**src/rtl/mix_columns_seq.sv**
```systemverilog
// rtl/mix_columns_seq.sv - sequential AES (Inv)MixColumns engine, COLS_PER_CYCLE columns per clock
// Optional macro MIX_COLUMNS_INV_EN: when defined, in_inv selects InvMixColumns per state.
module mix_columns_seq #(
    parameter int COLS_PER_CYCLE = 4,
    parameter int TAG_W          = 4
) (
    input  logic                   clk,
    input  logic                   rst_n,
    input  logic                   in_valid,
    output logic                   in_ready,
    input  logic [3:0][3:0][7:0]   in_data,
    input  logic [TAG_W-1:0]       in_tag,
    input  logic                   in_inv,
    output logic                   out_valid,
    input  logic                   out_ready,
    output logic [3:0][3:0][7:0]   out_data,
    output logic [TAG_W-1:0]       out_tag,
    output logic                   busy
);

    if (!((COLS_PER_CYCLE == 1) || (COLS_PER_CYCLE == 2) || (COLS_PER_CYCLE == 4)) || (TAG_W < 1)) begin : g_bad_param
        $error("mix_columns_seq: COLS_PER_CYCLE must be 1, 2 or 4 and TAG_W >= 1");
    end

    // Counter step and the col_cnt value seen in the final RUN cycle (both wrap in 2 bits)
    localparam logic [1:0] STEP = 2'(COLS_PER_CYCLE % 4);
    localparam logic [1:0] LAST = 2'((4 - COLS_PER_CYCLE) % 4);

    typedef enum logic [1:0] {
        S_IDLE = 2'd0,
        S_RUN  = 2'd1,
        S_DONE = 2'd2
    } state_e;

    state_e                state_q, state_d;
    logic [1:0]            col_cnt_q, col_cnt_d;
    logic [3:0][3:0][7:0]  src_q, src_d;
    logic [TAG_W-1:0]      src_tag_q, src_tag_d;
    logic [3:0][3:0][7:0]  res_q, res_d;
    logic [TAG_W-1:0]      out_tag_q, out_tag_d;
    logic                  accept;
    logic [COLS_PER_CYCLE-1:0][3:0][7:0] mix_out;
`ifdef MIX_COLUMNS_INV_EN
    logic                  inv_q, inv_d;
`else
    logic                  unused_inv;
    assign unused_inv = in_inv;
`endif

    function automatic logic [7:0] xtime(input logic [7:0] b);
        return {b[6:0], 1'b0} ^ (b[7] ? 8'h1B : 8'h00);
    endfunction

    // Forward circulant (02,03,01,01) on one column, bytes indexed by row
    function automatic logic [3:0][7:0] mix_fwd(input logic [3:0][7:0] a);
        logic [3:0][7:0] m2, m3, r;
        logic [1:0]      j;
        for (int i = 0; i < 4; i++) begin
            m2[i] = xtime(a[i]);
            m3[i] = m2[i] ^ a[i];
        end
        for (int i = 0; i < 4; i++) begin
            j    = 2'(i);
            r[j] = m2[j] ^ m3[j + 2'd1] ^ a[j + 2'd2] ^ a[j + 2'd3];
        end
        return r;
    endfunction

`ifdef MIX_COLUMNS_INV_EN
    // Inverse circulant (0E,0B,0D,09) built from repeated xtime
    function automatic logic [3:0][7:0] mix_inv(input logic [3:0][7:0] a);
        logic [3:0][7:0] x2, x4, x8, m9, mb, md, me, r;
        logic [1:0]      j;
        for (int i = 0; i < 4; i++) begin
            x2[i] = xtime(a[i]);
            x4[i] = xtime(x2[i]);
            x8[i] = xtime(x4[i]);
            m9[i] = x8[i] ^ a[i];
            mb[i] = x8[i] ^ x2[i] ^ a[i];
            md[i] = x8[i] ^ x4[i] ^ a[i];
            me[i] = x8[i] ^ x4[i] ^ x2[i];
        end
        for (int i = 0; i < 4; i++) begin
            j    = 2'(i);
            r[j] = me[j] ^ mb[j + 2'd1] ^ md[j + 2'd2] ^ m9[j + 2'd3];
        end
        return r;
    endfunction
`endif

    assign in_ready  = rst_n & ((state_q == S_IDLE) | ((state_q == S_DONE) & out_ready));
    assign accept    = in_valid & in_ready;
    assign out_valid = (state_q == S_DONE);
    assign busy      = (state_q == S_RUN) | (state_q == S_DONE);
    assign out_data  = res_q;
    assign out_tag   = out_tag_q;

    // Mix the COLS_PER_CYCLE source columns starting at col_cnt_q
    always_comb begin
        mix_out = '0;
        for (int k = 0; k < COLS_PER_CYCLE; k++) begin
`ifdef MIX_COLUMNS_INV_EN
            mix_out[k] = inv_q ? mix_inv(src_q[col_cnt_q + 2'(k)]) : mix_fwd(src_q[col_cnt_q + 2'(k)]);
`else
            mix_out[k] = mix_fwd(src_q[col_cnt_q + 2'(k)]);
`endif
        end
    end

    // Next-state logic: capture on accept, fill result columns during RUN
    always_comb begin
        state_d   = state_q;
        col_cnt_d = col_cnt_q;
        src_d     = src_q;
        src_tag_d = src_tag_q;
        res_d     = res_q;
        out_tag_d = out_tag_q;
`ifdef MIX_COLUMNS_INV_EN
        inv_d     = inv_q;
`endif
        case (state_q)
            S_IDLE: begin
                if (accept) begin
                    state_d = S_RUN;
                end
            end
            S_RUN: begin
                for (int k = 0; k < COLS_PER_CYCLE; k++) begin
                    res_d[col_cnt_q + 2'(k)] = mix_out[k];
                end
                out_tag_d = src_tag_q;
                col_cnt_d = col_cnt_q + STEP;
                if (col_cnt_q == LAST) begin
                    state_d = S_DONE;
                end
            end
            S_DONE: begin
                if (out_ready) begin
                    state_d = in_valid ? S_RUN : S_IDLE;
                end
            end
            default: begin
                state_d = S_IDLE;
            end
        endcase
        // Back-to-back capture in DONE shares this path with IDLE
        if (accept) begin
            src_d     = in_data;
            src_tag_d = in_tag;
            col_cnt_d = 2'd0;
`ifdef MIX_COLUMNS_INV_EN
            inv_d     = in_inv;
`endif
        end
    end

    // State and datapath registers, cleared asynchronously
    always_ff @(posedge clk or negedge rst_n) begin
        if (!rst_n) begin
            state_q   <= S_IDLE;
            col_cnt_q <= 2'd0;
            src_q     <= '0;
            src_tag_q <= '0;
            res_q     <= '0;
            out_tag_q <= '0;
`ifdef MIX_COLUMNS_INV_EN
            inv_q     <= 1'b0;
`endif
        end else begin
            state_q   <= state_d;
            col_cnt_q <= col_cnt_d;
            src_q     <= src_d;
            src_tag_q <= src_tag_d;
            res_q     <= res_d;
            out_tag_q <= out_tag_d;
`ifdef MIX_COLUMNS_INV_EN
            inv_q     <= inv_d;
`endif
        end
    end

endmodule

```
**config.mk**
```make
export PLATFORM = sky130hd
export DESIGN_NAME = mix_columns_seq
export DESIGN_NICKNAME = d
export VERILOG_FILES = /design/src/rtl/mix_columns_seq.sv
export SDC_FILE = /design/constraint.sdc
export NUM_CORES = 1
export LEC_CHECK = 0
export CORE_MARGIN = 3
export CORE_UTILIZATION = 53
export CTS_CLUSTER_DIAMETER = 200
export DETAILED_ROUTE_END_ITERATION = 10
export HOLD_SLACK_MARGIN = 0.15
export PLACE_DENSITY = 0.91
export SLEW_MARGIN = 15
export SYNTH_ARGS = -nofsm -noshare
export SYNTH_HDL_FRONTEND = slang
export SYNTH_SLANG_ARGS = --single-unit
```
**constraint.sdc**
```tcl
create_clock -name clk -period 2.3 [get_ports clk]
set_input_delay 0.23 -clock clk [delete_from_list [all_inputs] [get_ports clk]]
set_output_delay 0.23 -clock clk [all_outputs]
set_load 0.05 [all_outputs]
```
==> reports/qor.yml, run 1 <==
drt_iter0_markers: 325
cp_cell_sequence: "dlygate4sd3_1, buf_8, buf_4, nor2b_1, buf_12"
post_drt_via_cell_ratio: 5.064
setup_viol: 0
syn_avg_cell_area_sq_um: 13.53
syn-num-nets: 1174
path_buf_inv: 4
wl_met3_mm: 1.678
arrival_ns: 1.95
final_max_slew_viol_count: 0
nets: 1435
grt_max_degree: 160
port_buffers: 270
cp_slowest_cell: "dlygate4sd3_1"
grt_pass1_wl_mm: 50.59
relSlewSlack: 0.3960
hold_viol: 0
maxCapViolCount: 0
fp.coreArea_sq_um: 25540
cts_buffers: 29
antenna_found_initial: 0
fp-row-count: 58
wl_per_cell_microns: 18.87
post-route-min-period_ns: 2.178
clk_latency_ns: 0.54
die_h_microns: 168.3
cp_top_family: "buffers and inverters"
track_usage: 0.2188
rsz0062_at_grt: "no"
synth_ff_type: "dfrtp_1"
seq_area_frac_synth: 0.4766
htree_levels: 1
pin_count: 272
routed_wl_mm: 31.03
hpwlAfterDp_mm: 22.39
clkSinkCount: 266
layout-drive-gt1-share: 0.2641
tightest_slew_ns: 0.9060
gp_congestion: 0.8145
worst_setup_path_start_kind: "input pin"
clk_transition_reported_paths_ns: 0.06
setup-tns-final_ns: 0
crit_type: "input pin to primary output"
ys_warn_count: 0
synth_cell_types: 19
start_util: 0.5467
fmaxAchievable_mhz: 459.2
synthesis.area_sq_um: 13970
grt_overflow: 0
syn2layout_area_growth_pct: 28.48
die-area_sq_um: 28340
cp_data_required_time_ns: 2.07
cts_tree: "built"
vias: 8326
wl_met2_mm: 15.38
dr.max_layer_used: "met4"
ys_ff_latch: 266
fin_skew_ns: 0.02034
diodes: 0
fin_crit_sh: 0.9468
cts_buffer_depth: 3
cts-root-buf: "clkbuf_16"
postSynthCellCount: 1032
drtAntennaViolNets: 0
status: "complete, no violations"
max_stage_delay_ns: 0.63
grt_pass1_vias: 9389
async_flop_share: 1.000
worst_hold_path_type: "input pin to register"
wl_met1_mm: 13.03
synth_edf_count: 0
drc: 0
dr.pass1.iters: 4
critPathMaxFanout: 44
fp.dieW_microns: 168.3
worst_setup_path_end_kind: "primary output"
path summary, 6_finish.rpt:
path / startpoint / endpoint / slack, ns / depth (start not counted)
min: in_data[6] / src_q[6]$_DFFE_PN0P_ / 0.30 / 2
max in group asynchronous: rst_n / out_data[3]$_DFFE_PN0N_ / 0.62 / 4
max: rst_n / in_ready / 0.12 / 5
max reg2reg: state_q[0]$_DFFE_PN0P_ / src_q[108]$_DFFE_PN0P_ / 0.26 / 6
min reg2reg: out_data[26]$_DFFE_PN0N_ / out_data[26]$_DFFE_PN0N_ / 0.50 / 1
min in group asynchronous: rst_n / state_q[0]$_DFFE_PN0P_ / 0.47 / 3
stage by stage:
step | instances | area, sq um | utilization | hold WS [ns] | setup WS, ns
global route | 1644 | 17940 | 0.7024 | 0.2848 | 0.03814
finish | 1644 | 17940 | 0.7024 | 0.3000 | 0.1224
floorplan | 1032 | 13970 | - | -0.06559 | 0.07719
detailed placement | 1591 | 16980 | 0.6645 | 0.3567 | 0.2199
global placement | 1591 | 16980 | 0.6645 | 0.3552 | 0.3121
CTS | 1644 | 17940 | 0.7023 | 0.2737 | 0.09607
synth_stat cells (all sizes together), types with 3 or more instances:
master / instances / share of area
xor2: 70 / 0.045
xnor2: 358 / 0.23
a21oi: 3 / 0.0011
ha: 5 / 0.0045
clkbuf: 13 / 0.0038
mux2: 264 / 0.21
buf: 42 / 0.019
dfrtp: 266 / 0.48
nand2: 3 / 0.00081
registers in the layout, indices dropped and copies added (netlist names):
name,cells
out_tag,4
out_data,128
state_q,2
src_tag_q,4
src_q,128
worst register-to-register path: cells and delay by family (launching register included):
family | cells | cell delay, ns
muxes | 1 | 0.43
adders and majority gates | 1 | 0.24
buffers and inverters | 2 | 0.43
AOI/OAI and AO/OA | 1 | 0.10
DFF | 1 | 0.45
and+or+nand+nor | 1 | 0.30
logic make-up after synthesis:
family                   after synthesis  synth area share
AND/OR/NAND/NOR                        7          0.002240
adder cells (fa/ha/maj)                5          0.004479
buffers and inverters                 57           0.02338
XOR/XNOR                             428            0.2781
flip-flops                           266            0.4766
AO/OA/AOI/OAI                          5          0.001792
multiplexers                         264            0.2134
cell type report:
cell class | count | area, sq um
multi-input cells | 709 | 7007
inverters | 2 | 7.507
clock inverters | 8 | 93.84
flip-flops and latches | 266 | 6656
clock buffers | 44 | 862.1
repair buffers | 285 | 2904
fillers | 1750 | 7601
well taps | 330 | 412.9
timing repair:
action | in CTS | in global routing
setup endpoints to repair | 1 | 1
cloned | 0 | 0
hold buffers | 1 | 0
resized for setup | 1 | 1
setup buffers | 0 | 0
hold endpoints to repair | 201 | 0
placed cells by master, fill, tap and decap left out:
cell type	n
clkdlybuf4s50_1	266
buf_4	9
xor2_2	2
xor2_1	68
o21ai_0	2
dfrtp_1	266
clkbuf_16	29
dlygate4sd2_1	1
clkbuf_1	7
a21oi_1	2
buf_12	7
nor2_4	1
bufinv_16	2
ha_1	4
clkbuf_8	8
mux2_4	2
xnor2_2	16
nor2_1	1
buf_8	1
a21oi_2	1
mux2_2	262
xnor2_1	342
ha_4	1
inv_6	1
nor2b_1	2
dlygate4sd3_1	1
inv_1	2
clkinv_2	5
nand2_1	3
routing by layer:
metal,up-vias,GRT usage
met1,4144,0.2817
met5,-,0
met2,213,0.3757
met3,60,0.04555
li1,3909,-
met4,0,0.06297
Power of run 1 is left out: the tool's default activity adds up to more than one toggle a clock period on the data nets, which glitch-free logic cannot reach.
==> inputs of run 2 (changes only) <==
- SLEW_MARGIN: 15 -> 40
==> reports/qor.yml, run 2 (synthesis results as in run 1) <==
status: "complete, no violations"  # unchanged
rr_startpoint: "state_q[0]$_DFFE_PN0P_"  # unchanged
maxCapViolCount: 0  # unchanged
drt_iter0_markers: 385  # was 325
pin_count: 272  # unchanged
fin_skew_ns: 0.01945  # was 0.02034 ns
cts_setup_buffers: 0  # unchanged
nets: 1436  # was 1435
vias: 8339  # was 8326
gp_congestion: 0.8145  # unchanged
worst_setup_path_start_kind: "input pin"  # unchanged
track_usage: 0.2188  # unchanged
final_common_cell: "xnor2_1"  # unchanged
critPathLaunch: "rst_n"  # unchanged
clkSinkCount: 266  # unchanged
layout-drive-gt1-share: 0.2646  # was 0.2641
worst_hold_path_type: "input pin to register"  # unchanged
rsz0062_at_grt: "no"  # unchanged
hold_depth: 2  # unchanged
die_h_microns: 168.3  # unchanged
fmaxAchievable_mhz: 458.4  # was 459.2 MHz
crit_type: "input pin to primary output"  # unchanged
drc: 0  # unchanged
hold_viol: 0  # unchanged
wl_per_cell_microns: 18.87  # about the same
cts-root-buf: "clkbuf_16"  # unchanged
cp_data_required_time_ns: 2.07  # about the same
cp_cell_sequence: "dlygate4sd3_1, buf_8, buf_4, nor2b_1, buf_12"  # unchanged
final_cell_mix: "342 x xnor2_1, 266 x clkdlybuf4s50_1, 266 x dfrtp_1, 262 x mux2_2, 68 x xor2_1"  # unchanged
cts_buffers: 29  # unchanged
worstSetupPathDepth: 5  # unchanged
start_util: 0.5467  # unchanged
relSlewSlack: 0.5947  # was 0.3960
final_max_slew_viol_count: 0  # unchanged
die-area_sq_um: 28340  # unchanged
fp-row-count: 58  # unchanged
critPathMaxFanout: 44  # unchanged
worst_setup_path_end_kind: "primary output"  # unchanged
cts_tree: "built"  # unchanged
post-route-min-period_ns: 2.182  # was 2.178 ns
routed_wl_mm: 31.05  # was 31.03 mm
syn2layout_area_growth_pct: 28.70  # was 28.48%
grt_overflow: 0  # unchanged
fp.coreArea_sq_um: 25540  # unchanged
final.fill_count: 1745  # was 1750
path_buf_inv: 4  # unchanged
post_drt_via_cell_ratio: 5.069  # was 5.064
min-delay-start: "in_data[6]"  # unchanged
htree_levels: 1  # unchanged
drtAntennaViolNets: 0  # unchanged
grt_max_degree: 160  # unchanged
dr.pass1.iters: 5  # was 4
setup-tns-final_ns: 0  # unchanged
fp.dieW_microns: 168.3  # unchanged
grt_pass1_vias: 9389  # unchanged
max_stage_delay_ns: 0.63  # about the same
cp_slowest_cell: "dlygate4sd3_1"  # unchanged
cts_buffer_depth: 3  # unchanged
antenna_found_initial: 0  # unchanged
reg2reg_depth: 6  # unchanged
diodes: 0  # unchanged
tightest_slew_ns: 0.6060  # was 0.9060 ns
hpwlAfterDp_mm: 22.39  # unchanged
clk_transition_reported_paths_ns: 0.06  # about the same
arrival_ns: 1.95  # about the same
cp_top_family: "buffers and inverters"  # unchanged
port_buffers: 270  # unchanged
fin_crit_sh: 0.9486  # was 0.9468
setup_viol: 0  # unchanged
clk_latency_ns: 0.54  # about the same
grt_pass1_wl_mm: 50.59  # unchanged
## run 2: cell types whose count changed in the layout (fill, tap and decap cells not counted)
cell	previous run	this run
buf_6	0	1
buf_16	0	1
buf_4	9	8
## run 2: routing by layer
layer | track usage | routed length (microns)
met4 | 0.06297 | 947
met1 | 0.2817 | 13050
met5 | 0 | 0
met3 | 0.04555 | 1703
met2 | 0.3757 | 15350
## run 2: timing repair
action	CTS	global route
hold buffers	1	0
gates resized for setup	1	1
endpoints found under the setup margin	1	1
hold endpoints to repair	201	0
## run 2: final timing paths
check	to	slack (ns)
max	in_ready	0.12
min	src_q[6]$_DFFE_PN0P_	0.30
max reg2reg	src_q[108]$_DFFE_PN0P_	0.26
min reg2reg	out_data[26]$_DFFE_PN0N_	0.50
max in group asynchronous	out_data[3]$_DFFE_PN0N_	0.87
min in group asynchronous	out_data[64]$_DFFE_PN0N_	0.37
## run 2: cell type report
cell class | instances | area [sq um] | area share
Clock buffer | 44 | 862.1 | 0.04796
Clock inverter | 8 | 93.84 | 0.005221
Sequential cell | 266 | 6656 | 0.3703
Multi-Input combinational cell | 709 | 7007 | 0.3898
Inverter | 2 | 7.507 | 0.0004177
Timing Repair Buffer | 286 | 2935 | 0.1633
Tap cell | 330 | 412.9 | 0.02297
## run 2: through the flow
step                cell area, sq um    util  worst slack [ns]  std cells  hold slack, ns
finish                         17970  0.7037            0.1183       1645          0.3016
global route                   17970  0.7037           0.03458       1645          0.2848
CTS                            17940  0.7023           0.09607       1644          0.2737
detailed placement             16980  0.6645            0.2199       1591          0.3567
global placement               16980  0.6645            0.3121       1591          0.3552
floorplan                      13970       -           0.07719       1032        -0.06559
Power of run 2 is left out for the same reason.
